--- src/rtl/alu_pkg.sv ---
// Shared ALU definitions: default datapath width and the layout of the packed status word.
package alu_pkg;

   localparam int unsigned XLEN   = 32;
   localparam int unsigned FLAG_W = 4;

   localparam int unsigned FLAG_C = 0;
   localparam int unsigned FLAG_V = 1;
   localparam int unsigned FLAG_Z = 2;
   localparam int unsigned FLAG_N = 3;

   typedef logic [FLAG_W-1:0] flags_t;

   // A cleared result reads as zero, so only Z is set out of reset.
   localparam flags_t FLAGS_RST = flags_t'(1) << FLAG_Z;

endpackage

--- src/rtl/cla4.sv ---
// 4-bit carry-lookahead slice with explicit bit and block generate/propagate terms.
module cla4 (
   input  logic [3:0] a,
   input  logic [3:0] b,
   input  logic       cin,
   output logic [3:0] sum,
   output logic       cout,
   output logic       bg,
   output logic       bp
);

   logic [3:0] w_g;
   logic [3:0] w_p;
   logic [3:0] w_c;

   assign w_g = a & b;
   assign w_p = a ^ b;

   assign w_c[0] = cin;
   assign w_c[1] = w_g[0] | (w_p[0] & cin);
   assign w_c[2] = w_g[1] | (w_p[1] & w_g[0]) | (w_p[1] & w_p[0] & cin);
   assign w_c[3] = w_g[2] | (w_p[2] & w_g[1]) | (w_p[2] & w_p[1] & w_g[0])
                 | (w_p[2] & w_p[1] & w_p[0] & cin);

   assign bg = w_g[3] | (w_p[3] & w_g[2]) | (w_p[3] & w_p[2] & w_g[1])
             | (w_p[3] & w_p[2] & w_p[1] & w_g[0]);
   assign bp = &w_p;

   assign cout = bg | (bp & cin);
   assign sum  = w_p ^ w_c;

endmodule

--- src/rtl/alu_add.sv ---
// Registered WIDTH-bit adder built as a ripple of 4-bit CLA slices; sum and C/V/Z/N flags
// are captured together one clock after the operands.
module alu_add
   import alu_pkg::*;
#(
   parameter int unsigned WIDTH = XLEN
) (
   input  logic             clk,
   input  logic             rst_n,
   input  logic [WIDTH-1:0] rs1,
   input  logic [WIDTH-1:0] rs2,
   output logic [WIDTH-1:0] rd,
   output logic             carry,
   output logic             overflow,
   output logic             zero,
   output logic             negative
);

   localparam int unsigned NB = WIDTH / 4;

   logic [WIDTH-1:0] w_sum;
   logic [NB:0]      w_c;
   logic [NB-1:0]    w_bg;
   logic [NB-1:0]    w_bp;
   logic             w_unused_gp;
   flags_t           w_flags;

   logic [WIDTH-1:0] r_rd;
   flags_t           r_flags;

   assign w_c[0] = 1'b0;

   for (genvar i = 0; i < NB; i++) begin : g_cla
      cla4 u_cla4 (
         .a    (rs1[4*i +: 4]),
         .b    (rs2[4*i +: 4]),
         .cin  (w_c[i]),
         .sum  (w_sum[4*i +: 4]),
         .cout (w_c[i+1]),
         .bg   (w_bg[i]),
         .bp   (w_bp[i])
      );
   end

   // Block G/P are available for a future lookahead tier; the chain currently ripples on cout.
   assign w_unused_gp = ^{w_bg, w_bp};

   always_comb begin
      w_flags         = '0;
      w_flags[FLAG_C] = w_c[NB];
      w_flags[FLAG_V] = (rs1[WIDTH-1] == rs2[WIDTH-1]) && (w_sum[WIDTH-1] != rs1[WIDTH-1]);
      w_flags[FLAG_Z] = (w_sum == '0);
      w_flags[FLAG_N] = w_sum[WIDTH-1];
   end

   always_ff @(posedge clk or negedge rst_n) begin
      if (!rst_n) begin
         r_rd    <= '0;
         r_flags <= FLAGS_RST;
      end else begin
         r_rd    <= w_sum;
         r_flags <= w_flags;
      end
   end

   assign rd       = r_rd;
   assign carry    = r_flags[FLAG_C];
   assign overflow = r_flags[FLAG_V];
   assign zero     = r_flags[FLAG_Z];
   assign negative = r_flags[FLAG_N];

endmodule

--- config.mk ---
export PLATFORM = sky130hd
export DESIGN_NAME = alu_add
export DESIGN_NICKNAME = d
export VERILOG_FILES = /design/src/rtl/alu_pkg.sv /design/src/rtl/cla4.sv /design/src/rtl/alu_add.sv
export SDC_FILE = /design/constraint.sdc
export NUM_CORES = 1
export LEC_CHECK = 0
export BUFFER_PORTS_ARGS = -buffer_cell sky130_fd_sc_hd__buf_2
export CAP_MARGIN = 20
export CORE_ASPECT_RATIO = 2
export CORE_MARGIN = 3
export CORE_UTILIZATION = 45
export CTS_BUF_LIST = sky130_fd_sc_hd__clkbuf_4 sky130_fd_sc_hd__clkbuf_8
export CTS_CLUSTER_SIZE = 40
export DETAILED_ROUTE_END_ITERATION = 10
export GPL_TIMING_DRIVEN = 0
export PLACE_DENSITY_LB_ADDON = 0.05
export SKIP_LAST_GASP = 1
export SLEW_MARGIN = 10
export SYNTH_ARGS = -nofsm -noshare
export SYNTH_HDL_FRONTEND = slang
export SYNTH_SLANG_ARGS = --single-unit
--- constraint.sdc ---
create_clock -name clk -period 0.8 [get_ports clk]
set_input_delay 0.08 -clock clk [delete_from_list [all_inputs] [get_ports clk]]
set_output_delay 0.08 -clock clk [all_outputs]
set_load 0.005 [all_outputs]
==> results_dict.tcl <==
set metrics [dict create \
    die_h_um 111 \
    cp_max_fo 3 \
    arrival_ns 4.24 \
    crit_required_ns 1.01 \
    clock.fmax_mhz 248 \
    ios 102 \
    cts.sinks 35 \
    viasPerCell 5.51 \
    period_share_pct 504 \
    coreArea_um2 5280 \
    syn_nets 342 \
    num_rows 37 \
    dp.cells 395 \
    post-route-util_pct 79.7 \
    placed_cell_area_um2 3270 \
    netlist_area_um2 2500 \
    dpl.hpwl_um 5390 \
    drcViolationCount 0 \
    globalplace.congestion 0.838 \
    final_nets 494 \
    cts_root_buf "clkbuf_8" \
    hold_class "in -> async" \
    setup-violations-final 68 \
    start_kind "input pin" \
    grt_max_degree 36 \
    holdWs_ns -0.152 \
    initial_core_util_pct 47.4 \
    fin_area_um2 4200 \
    ys_warn_count 0 \
    area_growth_pct 68.2 \
    synth_area_per_cell_um2 10.6 \
    ys.flop_type "dfrtp_1" \
    fin_cells 447 \
    maxSlewViolCount 0 \
    worst_pin_slew_ns 0.765 \
    ir_drop_mv 1.80 \
    synth_cells 236 \
    cts_buffers 5 \
    status "complete, but fails checks" \
    ant_nets 0 \
    port_buffers 101 \
    antenna_found_initial 0 \
    first_iter_violations 67 \
    setup_ws_ns -3.23 \
    final_layout_size_suffix_gt1_share_pct 58.4 \
    dieWidth_um 58.7 \
    ys_seq_elements 35 \
    fin_crit_ns 4.03 \
    grt_usage_pct 24.4 \
    worstSetupPathType "in -> reg" \
    violations "negative hold slack, negative setup slack" \
    cts_tree "yes" \
    die_area_um2 6540 \
    hold_viol 34 \
    num_vias 2463 \
    grt_pass1_vias 2713 \
    leakage_nw 1.94 \
    clk_pin_slew_ns 0.07 \
    ys_types 52 \
    slew_headroom_pct 49.0 \
    wl_per_cell_um 17.0 \
    firstDrtPassIters 4 \
    overflow 0 \
    rsz0062_at_grt "yes" \
    endpoint_kind "flip-flop" \
    place_ws_ns -3.83 \
    drv_cap 0 \
    synth_edf_count 0 \
    clock_path_buffers 2 \
    htree_num_levels 2 \
    p_per_area_nw_per_um2 1680 \
    ys_seq_area_share_pct 35.1 \
    num_antenna_cells 0 \
    ys_async_sr_fraction_pct 100 \
    grt_pass1_wl_um 12200 \
    routed_wl_um 7590 \
]
## metal layers
metal / track usage, % / wire, um / vias to the layer above
li1: - / - / 1172
met1: 22.8 / 2420 / 1183
met2: 47.5 / 4530 / 86
met3: 3.48 / 344 / 22
met4: 12.7 / 297 / 0
met5: 0 / 0 / -
## what timing repair did
action,CTS,global route
cloned,0,0
endpoints found under the hold margin,34,34
setup buffers,39,6
pin swaps,34,21
endpoints found under the setup margin,68,68
resized for setup,69,21
## layout make-up
class | count | area, um^2
buffer | 2 | 15.0
clock buffer | 5 | 68.8
clock inverter | 3 | 67.6
fill | 332 | 1070
inverter | 4 | 15.0
multi-input combinational | 194 | 2060
sequential | 35 | 877
tap | 58 | 72.6
timing repair buffer | 146 | 1030
## critical path, stage by stage
cell      delay (ns)
buf_6           0.10
ha_4            0.25
a21oi_4         0.18
o21ai_4         0.10
a221oi_4        0.32
nand2_2         0.12
a221oi_4        0.26
o21bai_1        0.14
fa_2            0.37
xor2_2          0.20
nor4_1          0.30
nand4_1         0.14
or4_1           0.43
nor2_1          0.11
o211ai_1        0.13
or4_1           0.44
or4_4           0.45
nor4_4          0.14
## synth_stat cells, drive strengths merged (2+ instances only)
| cell | count | area share [%] |
|---|---|---|
| and4 | 2 | 0.70 |
| nor2b | 2 | 0.50 |
| a21oi | 15 | 3.6 |
| nand3b | 2 | 0.60 |
| xor2 | 10 | 3.5 |
| o21bai | 3 | 0.90 |
| a21o | 6 | 1.8 |
| nor4 | 4 | 1.3 |
| nand3 | 3 | 0.60 |
| buf | 2 | 0.75 |
| dfrtp | 34 | 34 |
| o21a | 3 | 0.90 |
| or3 | 3 | 0.75 |
| a211oi | 4 | 1.2 |
| ha | 32 | 16 |
| nand4 | 6 | 1.8 |
| nor3 | 5 | 1.0 |
| fa | 8 | 6.4 |
| o21ai | 9 | 2.0 |
| nand2 | 16 | 2.5 |
| mux2i | 2 | 0.80 |
| and3 | 4 | 1.0 |
| a221oi | 3 | 2.5 |
| a22o | 2 | 0.75 |
| or4 | 4 | 1.2 |
| inv | 4 | 0.60 |
| or2 | 3 | 0.75 |
| xnor2 | 7 | 2.5 |
| nor2 | 24 | 3.6 |
## flip-flops by register name, summed over array words and instances (netlist names)
name     cells
rd          31
r_flags      4
## cell families (layout without fill, tap and decap cells)
group	count (synthesis)	in the layout	share of synthesized area, %
adder cells (fa/ha/maj)	40	40	22.4
AND/OR/NAND/NOR	81	81	17.0
XOR/XNOR	17	17	5.96
flip-flops	35	35	35.1
AO/OA/AOI/OAI	54	54	17.2
buffers and inverters	7	160	1.50
multiplexers	2	2	0.801
## worst paths after layout
| path | start | to | slack (ns) | cells past startpoint |
|---|---|---|---|---|
| setup / recovery | rs1[7] | r_flags[2] | -3.23 | 18 |
| hold / removal | rst_n | rd[24] | -0.15 | 1 |
| max in group asynchronous | rst_n | rd[26] | 0.45 | 1 |
| min in group clk | rs2[0] | rd[0] | 0.05 | 2 |
## per-stage QoR
stage / power, mW / setup TNS (ns)
after floorplan: 3.53 / -31.51
after global placement: 4.43 / -43.47
after detailed placement: 4.46 / -44.16
after CTS: 6.91 / -37.75
after global routing: 7.48 / -43.25
final: 7.05 / -39.46
## where the power goes
part           internal (mW)  total [mW]  leakage [nW]  switching (mW)
Clock                   1.24        1.92        0.0644           0.679
Sequential              2.11        2.20         0.407          0.0927
Combinational           1.51        2.93          1.47            1.42
## placed cells by master (no fill, tap or decap), types with 3 or more instances in the layout
cell type and instances:
xor2_1 4, ha_1 18, a21oi_2 3, xnor2_1 4, and3_1 3, or3_1 3, ha_4 13, o21bai_1 3
dfrtp_1 34, buf_2 88, fa_2 8, o21a_1 3, xor2_2 6, a21oi_4 7, inv_1 4, a221oi_4 3
or4_1 3, nand2_1 15, nor2_2 4, o21ai_0 3, a21oi_1 5, nor2_1 20, a211oi_1 3, o21ai_1 3
buf_6 40, nor3_1 3, clkbuf_8 5, nand3_1 3, a21o_1 6, buf_4 18, nand4_1 5
Note: power is estimated with default switching activity, not from simulation.
